==> src/rtl/seq_pattern_tx.sv <==
// Serial pattern burst transmitter. Sends PATTERN (MSB first) rep_cnt times,
// with gap zero-bits between repetitions, then pulses done.
module seq_pattern_tx #(
  parameter int                 PAT_W   = 4,
  parameter logic [PAT_W-1:0]   PATTERN = 4'b1011,
  parameter int                 CNT_W   = 4,
  parameter int                 GAP_W   = 3
) (
  input  logic             clk,
  input  logic             rst,
  input  logic             start,
  input  logic [CNT_W-1:0] rep_cnt,
  input  logic [GAP_W-1:0] gap,
  input  logic             abort,
  output logic             out,
  output logic             out_valid,
  output logic             busy,
  output logic             done,
  output logic [CNT_W-1:0] pat_cnt
);

  localparam int IDX_W = (PAT_W > 1) ? $clog2(PAT_W) : 1;
  localparam logic [IDX_W-1:0] IDX_TOP = IDX_W'(PAT_W - 1);

  typedef enum logic [1:0] {IDLE, SHIFT, GAP, FIN} state_t;

  state_t           state_q;
  logic [IDX_W-1:0] idx_q;
  logic [GAP_W-1:0] gcnt_q;
  logic [GAP_W-1:0] gap_q;
  logic [CNT_W-1:0] rep_q;
  logic [CNT_W-1:0] pat_cnt_q;
  logic             out_q;
  logic             vld_q;
  logic             done_q;

  // Outputs are registered for the cycle being entered; idx_q names the bit
  // currently on out while in SHIFT, gcnt_q the gap bits still to follow.
  always_ff @(posedge clk) begin
    if (rst) begin
      state_q   <= IDLE;
      idx_q     <= '0;
      gcnt_q    <= '0;
      gap_q     <= '0;
      rep_q     <= '0;
      pat_cnt_q <= '0;
      out_q     <= 1'b0;
      vld_q     <= 1'b0;
      done_q    <= 1'b0;
    end else begin
      out_q  <= 1'b0;
      vld_q  <= 1'b0;
      done_q <= 1'b0;
      case (state_q)
        IDLE: begin
          if (start && !abort) begin
            rep_q     <= rep_cnt;
            gap_q     <= gap;
            pat_cnt_q <= '0;
            idx_q     <= IDX_TOP;
            gcnt_q    <= '0;
            if (rep_cnt != '0) begin
              state_q <= SHIFT;
              out_q   <= PATTERN[PAT_W-1];
              vld_q   <= 1'b1;
            end else begin
              state_q <= FIN;
              done_q  <= 1'b1;
            end
          end
        end
        SHIFT: begin
          if (abort) begin
            state_q <= IDLE;
          end else if (idx_q == '0) begin
            pat_cnt_q <= CNT_W'(pat_cnt_q + 1'b1);
            if (CNT_W'(pat_cnt_q + 1'b1) == rep_q) begin
              state_q <= FIN;
              done_q  <= 1'b1;
            end else if (gap_q != '0) begin
              state_q <= GAP;
              gcnt_q  <= GAP_W'(gap_q - 1'b1);
              vld_q   <= 1'b1;
            end else begin
              idx_q <= IDX_TOP;
              out_q <= PATTERN[PAT_W-1];
              vld_q <= 1'b1;
            end
          end else begin
            idx_q <= IDX_W'(idx_q - 1'b1);
            out_q <= PATTERN[IDX_W'(idx_q - 1'b1)];
            vld_q <= 1'b1;
          end
        end
        GAP: begin
          if (abort) begin
            state_q <= IDLE;
          end else if (gcnt_q == '0) begin
            state_q <= SHIFT;
            idx_q   <= IDX_TOP;
            out_q   <= PATTERN[PAT_W-1];
            vld_q   <= 1'b1;
          end else begin
            gcnt_q <= GAP_W'(gcnt_q - 1'b1);
            vld_q  <= 1'b1;
          end
        end
        FIN: begin
          state_q <= IDLE;
        end
        default: begin
          state_q <= IDLE;
        end
      endcase
    end
  end

  assign out       = out_q;
  assign out_valid = vld_q;
  assign busy      = (state_q != IDLE);
  assign done      = done_q;
  assign pat_cnt   = pat_cnt_q;

endmodule

==> config.mk <==
export PLATFORM = sky130hd
export DESIGN_NAME = seq_pattern_tx
export DESIGN_NICKNAME = d
export VERILOG_FILES = /design/src/rtl/seq_pattern_tx.sv
export SDC_FILE = /design/constraint.sdc
export NUM_CORES = 1
export LEC_CHECK = 0
export CAP_MARGIN = 30
export CORE_UTILIZATION = 50
export CTS_BUF_LIST = sky130_fd_sc_hd__clkbuf_8
export DETAILED_ROUTE_END_ITERATION = 12
export PLACE_DENSITY = 0.77
export SETUP_SLACK_MARGIN = 0.15
export SKIP_LAST_GASP = 1
export SYNTH_ARGS = -nofsm -noshare
export SYNTH_HDL_FRONTEND = slang
export SYNTH_SLANG_ARGS = --single-unit
==> constraint.sdc <==
create_clock -name clk -period 1.85 [get_ports clk]
set_clock_uncertainty 0.1 [all_clocks]
set_input_delay 0.185 -clock clk [delete_from_list [all_inputs] [get_ports clk]]
set_output_delay 0.185 -clock clk [all_outputs]
set_load 0.01 [all_outputs]
==> reports/metrics.cfg <==
[run_status]
run_status=complete, but fails checks
violations=setup timing

[setup_path]
startpoint_type=register
path_delay_family=simple AND/OR/NAND/NOR gates
max_stage_delay_ns=0.36
cp-end-kind=register
path_cells=ha_4, xor2_2, nor3_2, nand3_2, o21ai_2, mux2_4
worst_path_max_delay_cell=dfxtp_4
critPathMaxFanout=3
crit_buf_inv=0
crit_type=reg2reg
worstPathArrival_ns=1.97
crit_required_ns=1.91

[yosys]
yosysWarnings=0
synth_commonest_cells=dfxtp_1, nand2_1, a21oi_1, nor2_1, mux2i_1
syn_inst=149
async_flop_share=0
synth_top_area_frac=0.3272
synth_nets=168
syn_avg_cell_area_um2=8.624
synthMostInstantiatedCell=dfxtp_1
syn_area_um2=1285
synth_edf_count=0
synth_seq_area_share=0.3272
synth_flop_cell=dfxtp_1
synth-seq-cells=21
yosysTopAreaCell=dfxtp_1
synth_area_leaders=dfxtp_1, ha_1, mux2i_1
synth.distinct_cells=46

[finish]
n_antenna_cell=0
finalNetCount=201
drive_above_1_share=0.2983
fin_util=0.7278
fin_area_um2=1787
syn_to_final_growth_pct=39.05
fin_cells=211
n_fill_cell=169

[sta]
max_freq_ghz=0.5244
slew_violations=0
fin_crit_ns=1.907
worst_pin_slew_ns=0.3417
rsz0062_at_grt=true
setup_viol=3
setup_ws_ns=-0.05702
hold_ws_ns=0.3524
max-slew-margin-rel=0.7698
fin_crit_sh=1.031
hold_violations=0

[clock_tree]
cts_tree=done
cts-buffers-inserted=3
htree_levels=1
clk_latency_ns=0.27
ctsRootBufferMaster=clkbuf_8
clk_pin_slew_ns=0.09
cts_buffer_depth=2
cts_sinks=21
cts_hold_buf=0

[drt]
dr.pass1.iters=4
drcViolationCount=0
first_iter_violations=27
antenna_left=0
via_count=1201
wire_per_inst_um=15.28
wl_um=3224
vias_per_cell=5.692

[power_and_ir_drop]
clockPowerShare=0.212
intPower_w=0.0009678
switchingPower_w=0.0005523
powerDensity_nw_per_um2=850.8
power_switching_share=0.3633
vdd_drop_max_uv=647.6
p_comb_frac=0.428
p_total_w=0.001520
p_leak_nw=0.7266
p_seq_frac=0.360

[job]
cap_violations=0

[place]
dp_cells=203
port_buffers=18
place_area_um2=1607
dpl.hpwl_um=2262
place_congestion=0.8180

[min_path]
hp-class=in2reg

[die]
rows=18
num_io_pins=19
die_y_um=52.70
coreArea_um2=2455
die_w_um=52.70
dieArea_um2=2777
initial_core_util=0.5234

[global_routing]
grt_pass1_wl_um=4940
antenna_found_initial=0
grt_max_degree=14
grt_pass1_vias=1084
globalRouteTotalUtil=0.2458
overflow=0

sequential cells by signal (all words and copies together) (netlist names):
name	flops
idx_q	2
pat_cnt	4
out	1
rep_q	4
state_q	2
gap_q	3
done	1
gcnt_q	3
out_valid	1
through the flow:
step | TNS (ns) | setup WS [ns]
3_3_place_gp | 0 | 0.03460
3_5_place_dp | -0.09106 | -0.04870
4_1_cts | 0 | 0.006517
2_1_floorplan | 0 | 0.05549
5_1_grt | -0.5923 | -0.1176
6_report | -0.1051 | -0.05702
cell families after synthesis:
| family | synth area share |
|---|---|
| AOI/OAI and AO/OA | 0.1694 |
| muxes | 0.08666 |
| and+or+nand+nor | 0.2278 |
| xor gates and xnor gates | 0.05843 |
| buffers and inverters | 0.05258 |
| adders and majority gates | 0.07790 |
| DFF | 0.3272 |
tightest hold or removal path, delay by kind of cell:
kind            cells  cell delay (ns)
compound gates      1             0.05
buf+inv             1             0.39
simple gates        1             0.05
per-layer routing:
metal / vias up / track usage / part of all wire
li1: 585 / - / -
met1: 577 / 0.3195 / 0.45
met2: 34 / 0.4177 / 0.50
met3: 5 / 0.02609 / 0.039
met4: 0 / 0.07895 / 0.014
met5: - / 0 / 0
power groups by stage:
stage	Clock [W]	Combinational (W)	Sequential (W)
2_1_floorplan	0	0.000400	0.000544
3_3_place_gp	0	0.000549	0.000545
3_5_place_dp	0	0.000561	0.000548
4_1_cts	0.000328	0.000585	0.000545
5_1_grt	0.000344	0.000702	0.000555
6_report	0.000323	0.000650	0.000548
path summary, 6_finish.rpt:
| kind | cells after the start | to | start | slack (ns) |
|---|---|---|---|---|
| max | 6 | state_q[1] | pat_cnt[0] | -0.06 |
| min | 3 | gap_q[1] | gap[1] | 0.35 |
| max reg2reg | 6 | state_q[1] | pat_cnt[0] | -0.06 |
| min reg2reg | 2 | gap_q[1] | gap_q[1] | 0.40 |
cells in the final DEF, fill, tap and decap left out, types with 5 or more instances in the layout:
master           instances
a21oi_1                 10
nand2_1                 15
dfxtp_1                 16
nor2_1                  13
mux2i_1                  9
nand2b_1                 7
inv_1                    5
buf_4                   14
clkdlybuf4s50_1         17
area by class of cell:
type	count	area [µm²]	share of cell area
Clock buffer	3	41.29	0.02311
Clock inverter	1	7.507	0.004202
Inverter	8	35.03	0.01961
Multi-Input combinational cell	114	922.1	0.5161
Sequential cell	21	436.7	0.2444
Tap cell	30	37.54	0.02101
Timing Repair Buffer	34	306.5	0.1716
repair_timing:
| action | CTS | global route |
|---|---|---|
| pin swaps | 7 | 2 |
| gates resized for setup | 10 | 16 |
| setup endpoints to repair | 14 | 14 |
| cloned | 0 | 0 |
| buffers inserted | 1 | 3 |
(Power assumes the default switching activity.)
